File: src/rtl/score_keeper.sv
// Score keeper: BCD running score, fish/boot catch counts and session high score.
// Rising levels on scoreUp/scoreDown are counted once; all outputs are registered.
module score_keeper #(
  parameter logic [7:0] MAX_SCORE = 8'h99,
  parameter logic [7:0] HIGH_INIT = 8'h00
) (
  input  logic       CLK,
  input  logic       RST,
  input  logic       scoreUp,
  input  logic       scoreDown,
  input  logic       scoreRst,
  output logic [7:0] currentScore,
  output logic [7:0] highScore,
  output logic [7:0] fishCount,
  output logic [7:0] bootCount,
  output logic       newHigh,
  output logic       scoreEvent
);

  logic [7:0] score_q, score_d;
  logic [7:0] fish_q, fish_d;
  logic [7:0] boot_q, boot_d;
  logic [7:0] high_q, high_d;
  logic       new_high_q, new_high_d;
  logic       event_q, event_d;
  logic       up_prev_q, down_prev_q;
  logic       up_edge, down_edge;

  function automatic logic [7:0] bcd_inc(input logic [7:0] v);
    if (v >= MAX_SCORE) return v;
    if (v[3:0] == 4'd9) return {v[7:4] + 4'd1, 4'd0};
    return {v[7:4], v[3:0] + 4'd1};
  endfunction

  function automatic logic [7:0] bcd_dec(input logic [7:0] v);
    if (v == 8'h00) return v;
    if (v[3:0] == 4'd0) return {v[7:4] - 4'd1, 4'd9};
    return {v[7:4], v[3:0] - 4'd1};
  endfunction

  assign up_edge   = scoreUp & ~up_prev_q;
  assign down_edge = scoreDown & ~down_prev_q;

  always_comb begin
    score_d    = score_q;
    fish_d     = fish_q;
    boot_d     = boot_q;
    high_d     = high_q;
    new_high_d = new_high_q;
    if (scoreRst) begin
      score_d    = 8'h00;
      fish_d     = 8'h00;
      boot_d     = 8'h00;
      new_high_d = 1'b0;
    end else begin
      if (up_edge)   fish_d = bcd_inc(fish_q);
      if (down_edge) boot_d = bcd_inc(boot_q);
      if (up_edge && !down_edge)      score_d = bcd_inc(score_q);
      else if (down_edge && !up_edge) score_d = bcd_dec(score_q);
    end
    // Valid BCD orders the same as binary, so a plain compare works.
    if (score_d > high_q) begin
      high_d     = score_d;
      new_high_d = 1'b1;
    end
    event_d = (score_d != score_q);
  end

  always_ff @(posedge CLK) begin
    if (!RST) begin
      score_q     <= 8'h00;
      fish_q      <= 8'h00;
      boot_q      <= 8'h00;
      high_q      <= HIGH_INIT;
      new_high_q  <= 1'b0;
      event_q     <= 1'b0;
      up_prev_q   <= 1'b0;
      down_prev_q <= 1'b0;
    end else begin
      score_q     <= score_d;
      fish_q      <= fish_d;
      boot_q      <= boot_d;
      high_q      <= high_d;
      new_high_q  <= new_high_d;
      event_q     <= event_d;
      up_prev_q   <= scoreUp;
      down_prev_q <= scoreDown;
    end
  end

  assign currentScore = score_q;
  assign highScore    = high_q;
  assign fishCount    = fish_q;
  assign bootCount    = boot_q;
  assign newHigh      = new_high_q;
  assign scoreEvent   = event_q;

endmodule

File: config.mk
export PLATFORM = sky130hd
export DESIGN_NAME = score_keeper
export DESIGN_NICKNAME = d
export VERILOG_FILES = /design/src/rtl/score_keeper.sv
export SDC_FILE = /design/constraint.sdc
export NUM_CORES = 1
export LEC_CHECK = 0
export ABC_AREA = 1
export BUFFER_PORTS_ARGS = -buffer_cell sky130_fd_sc_hd__buf_2
export CORE_MARGIN = 3
export CORE_UTILIZATION = 30
export DETAILED_ROUTE_END_ITERATION = 8
export SKIP_LAST_GASP = 1
export SYNTH_ARGS = -nofsm -noshare
export SYNTH_HDL_FRONTEND = slang
export SYNTH_SLANG_ARGS = --single-unit
File: constraint.sdc
create_clock -name CLK -period 8.1 [get_ports CLK]
set_clock_uncertainty 0.2 [all_clocks]
set_input_delay 0.405 -clock CLK [delete_from_list [all_inputs] [get_ports CLK]]
set_output_delay 0.405 -clock CLK [all_outputs]
set_load 0.005 [all_outputs]
Yosys cells after proc, flatten, opt, wreduce, memory -nomap -nowiden
Index checks and enable logic that the tools add are counted.

$add $sub $neg: 8. Reduce and logical (&&, ||, !) cells: 12. $lt $le $gt $ge: 4. Equal/unequal tests: 4. Muxes and demuxes: 51. Bitwise gates (word level): 5.

Operators by type and width (count): two-way mux 8 bit (19); two-way mux 1 bit (32); adder 4 x 1 -> 4 bit, second input constant (6); greater-or-equal comparator 8 bit, second input constant (3); equality test 4 bit, second input constant (3); > comparator 8 bit (1); logical NOT 8 bit (1); != test 8 bit (1); subtractor 4 x 1 -> 4 bit, second input constant (2); nonzero test 2 bit (3); logical NOT 4 bit (1); AND reduction 2 bit (2); inverter 1 bit (3); bitwise AND 1 bit (2); logical AND 1 bit (2); logical NOT 1 bit (2); OR reduction 2 bit (1).

Bits of input ports: 5. Output and inout bits: 34. Logic and storage cells: 94. Flip-flop bits (word level): 36.

Longest topological paths before layout
Word-level depth: 18. Gate-level depth with buffers: 21.

Worst setup path after synthesis
OpenSTA, ideal clock, no wires.

Path kind: reg2reg. Start point: reg score_q[5], in the netlist currentScore[5]. End point: reg high_q[7], in the netlist highScore[7]. Buffers on the path: 1. Stages on the path, launching flop included: 21. Clock period less this slack: 3068 ps. Setup slack: 5032 ps. Arrival: 2798 ps. Setup time: 70 ps. Path through: dfxtp_1 inv_1 ha_1 nand2_1 inv_1 nand2_4 nand2_8 nand2_8 nand2_2 nand2_2 a21oi_1 or3_4 inv_1 ha_1 nand2_1 nor2_1 nand4_1 a21boi_1 buf_2 o21ai_0 a21oi_1.

Longest elaborated chain between the ends: 10. Elaborated cells on any way between the ends: 23. Classes of those cells: add/sub (2); order compare (2); mux (18); reduce/logical (1).

RTL lines: start, declared (line 20) `logic [7:0] score_q, score_d;`; start signal, assigned (line 80) `score_q <= score_d;`; parallel branches: the longest is 7 deep, another holds greater-or-equal comparator 8 bit; two-way mux 8 bit * (line 58) `if (up_edge && !down_edge) score_d = bcd_inc(score_q);`; two-way mux 8 bit * (line 50) `if (scoreRst) begin`; net score_d[4] (line 20); > comparator 8 bit * (line 62) `if (score_d > high_q) begin`; end signal, assigned (line 83) `high_q <= high_d;`; end, declared (line 23) `logic [7:0] high_q, high_d;`.

Mark *: on every way through the listed nets, which the timed path passes. The select of a mux whose other input is x is not followed. A chain may end at the register's enable or synchronous reset.

Final worst setup path
Start point: reg score_q[5], in the netlist currentScore[5]. End point: reg high_q[3], in the netlist highScore[3].

Same word-level chain as after synthesis.

==> impl_metrics.env <==
export IMPL_crit_path_end_kind="register"
export IMPL_post_cts_setup_buffers=0
export IMPL_min_path_cells=3
export IMPL_rsz0062_at_grt="false"
export IMPL_n_antenna_cell=0
export IMPL_worstHoldStart="scoreDown"
export IMPL_syn_area_per_cell_um2=6.54
export IMPL_critPathLaunchType="register"
export IMPL_port_buffers=38
export IMPL_setup_violations=0
export IMPL_cts_sinks=36
export IMPL_dieArea_mm2=0.00909
export IMPL_clock_path_buffers=2
export IMPL_cts_buffers=5
export IMPL_io_pins=39
export IMPL_gp_congestion=0.922
export IMPL_ir_drop_mv=0.109
export IMPL_status="complete, no violations"
export IMPL_fmax_mhz=266
export IMPL_dr_pass1_iters=5
export IMPL_hp_class="in2reg"
export IMPL_synth_nets=387
export IMPL_area_growth_pct=15.0
export IMPL_holdBufCountCts=0
export IMPL_clk_pin_slew_ns=0.07
export IMPL_clk_latency_ns=0.28
export IMPL_r2r_end="highScore[3]"
export IMPL_timing_final_crit_share_pct=46.4
export IMPL_power_density_mw_per_mm2=178
export IMPL_yosysWarnings=0
export IMPL_cts_resized_gates=0
export IMPL_drt_first_iter_violations=181
export IMPL_finalHoldViolCount=0
export IMPL_core_mm2=0.00749
export IMPL_gr_total_overflow=0
export IMPL_switching_share_pct=34.8
export IMPL_seqPwrFrac_pct=43.0
export IMPL_required_ns=8.11
export IMPL_stdcell_area_mm2=0.00275
export IMPL_dieHeight_um=95.3
export IMPL_cts_tree="built"
export IMPL_ctsRootBufferMaster="clkbuf_8"
export IMPL_maxSlewHeadroom_pct=27.7
export IMPL_postRouteAntennaNets=0
export IMPL_cp_max_fo=17
export IMPL_drive_above_1_share_pct=15.3
export IMPL_internal_power_w=0.000320
export IMPL_htree_levels=2
export IMPL_critical_path_class="reg2reg"
export IMPL_switchingPower_w=0.000171
export IMPL_worst_pin_slew_ns=1.08
export IMPL_min_period_ns=3.76
export IMPL_totalWireLength_um=5820
export IMPL_ys_ff_latch=36
export IMPL_setup_ws_ns=4.34
export IMPL_rows=31
export IMPL_drv_slew=0
export IMPL_synth_distinct_cells=32
export IMPL_r2r_cells=19
export IMPL_regToRegSetupSlack_ns=4.34
export IMPL_hpwlAfterDp_um=4560
export IMPL_hold_end="down_prev_q"
export IMPL_p_clk_share_pct=26.7
export IMPL_finalSetupTns_ns=0
export IMPL_wire_per_inst_um=11.6
export IMPL_grt_use_total_pct=13.7
export IMPL_nNetsFinal=424
export IMPL_grt_max_degree=18
export IMPL_die_x_um=95.3
export IMPL_drv_cap=0
export IMPL_fillCellCount=810
export IMPL_start_util_pct=32.0
export IMPL_vias_per_cell=4.78
export IMPL_dpl_cell_area_mm2=0.00266
export IMPL_remaining_drc_errors=0
export IMPL_vias=2402
export IMPL_grt_pass1_wl_um=10200
export IMPL_pre_cts_ws_ns=4.35
export IMPL_synthesis_area_mm2=0.00239
export IMPL_power_frac_comb_pct=30.3
export IMPL_r2r_start="currentScore[5]"
export IMPL_arrival_ns=3.77
export IMPL_syn_inst=366
export IMPL_antenna_found_initial=0
export IMPL_ys_seq_area_share_pct=30.1
export IMPL_grt_pass1_vias=2264
export IMPL_p_leak_nw=1.39
[synth_stat cells, drive strengths merged]
cell	n	area share, %
nand2	96	17
inv	54	8.5
nor2	45	8.2
dfxtp	36	30
nand3	36	7.5
a21oi	23	5.0
o21ai	22	4.6
ha	16	8.4
nand4	8	2.1
a31oi	4	1.0
buf	4	1.2
clkbuf	4	0.68
o21a	4	1.3
nor3	3	0.63
a211oi	2	0.63
clkinv	2	0.31
o31ai	2	0.63
xor2	2	0.73
a21boi	1	0.31
or3	1	0.47
xnor2	1	0.37
[layer usage]
layer  part of all wire (%)  vias to the layer above  global-route usage [%]
met5                      0                        -                       0
met4                    1.5                        0                    5.17
met3                    4.3                        7                    2.21
met2                     46                       56                    22.3
met1                     48                     1086                    18.3
li1                       -                     1253                       -
[worst max path at each step]
| stage | from | to | slack, ns | depth (start not counted) |
|---|---|---|---|---|
| 2_1_floorplan | currentScore[5] | highScore[7] | 5.03 | 20 |
| 3_3_place_gp | currentScore[5] | highScore[3] | 4.49 | 19 |
| 3_5_place_dp | currentScore[5] | highScore[4] | 4.35 | 19 |
| 4_1_cts | currentScore[5] | highScore[4] | 4.33 | 19 |
| 5_1_grt | currentScore[5] | highScore[4] | 3.88 | 19 |
| 6_report | currentScore[5] | highScore[3] | 4.34 | 19 |
[worst max-delay path: stages, from the launching register on]
cell and delay, ns:
dfxtp_1 0.48, inv_1 0.19, ha_1 0.23, nand2_1 0.06, inv_1 0.06, nand2_4 0.09, nand2_8 0.07, nand2_8 0.09
nand2_1 0.06, nand2_1 0.06, nand2_1 0.07, nand3_1 0.19, inv_1 0.07, ha_1 0.28, nand2_1 0.06, nor2_1 0.14
nand2_1 0.07, a21boi_1 0.85, o21ai_0 0.17, a21oi_1 0.18
[final cells by class]
type / count / area, um^2 / share of cell area, %
Multi-Input combinational cell: 266 / 1420 / 51.5
Sequential cell: 36 / 721 / 26.2
Inverter: 56 / 210 / 7.63
Timing Repair Buffer: 38 / 190 / 6.91
Tap cell: 99 / 124 / 4.50
Clock buffer: 8 / 90.1 / 3.27
[flip-flops by register name, summed over array words and instances (netlist names)]
register      cells
fishCount         8
highScore         8
bootCount         8
newHigh           1
currentScore      8
down_prev_q       1
scoreEvent        1
up_prev_q         1
[power by group through the flow]
stage | Sequential [W] | Clock, W | Combinational (W)
global route | 0.000214 | 0.000143 | 0.000176
floorplan | 0.000212 | 0 | 0.000112
global placement | 0.000215 | 0 | 0.000148
finish | 0.000211 | 0.000131 | 0.000149
detailed placement | 0.000215 | 0 | 0.000150
CTS | 0.000211 | 0.000135 | 0.000151
[cells by family (layout without fill, tap and decap cells)]
logic type,after synthesis,in the layout,synth area share [%]
compound gates,58,58,13.4
xor+xnor,3,3,1.10
fa+ha+maj,16,16,8.36
buf+inv,64,102,10.7
flops,36,36,30.1
simple gates,189,189,36.4
[cells in the final DEF (no fill, tap or decap), types with 3 or more instances in the layout]
cell type | netlist | final
o21a_1 | 4 | 4
o21ai_0 | 18 | 18
dfxtp_1 | 36 | 36
clkbuf_8 | 0 | 6
a21oi_1 | 22 | 22
a31oi_1 | 4 | 4
nand2_1 | 88 | 88
nor2_4 | 3 | 3
inv_1 | 51 | 51
o21ai_1 | 4 | 4
buf_2 | 2 | 38
nor2_1 | 40 | 40
nand3_1 | 36 | 36
nand4_1 | 8 | 8
inv_2 | 3 | 3
nand2_2 | 4 | 4
nor3_1 | 3 | 3
ha_1 | 16 | 16
[per-stage QoR]
stage                     total power [W]  utilization, %  std cells  hold slack, ns
after floorplan                  0.000323               -        366           0.283
after global placement           0.000363            35.6        495           0.279
after detailed placement         0.000365            35.6        495           0.283
after CTS                        0.000498            36.8        503           0.141
after global routing             0.000533            36.8        503           0.151
final                            0.000491            36.8        503           0.140
No activity file was read; power rests on OpenSTA's default activity.
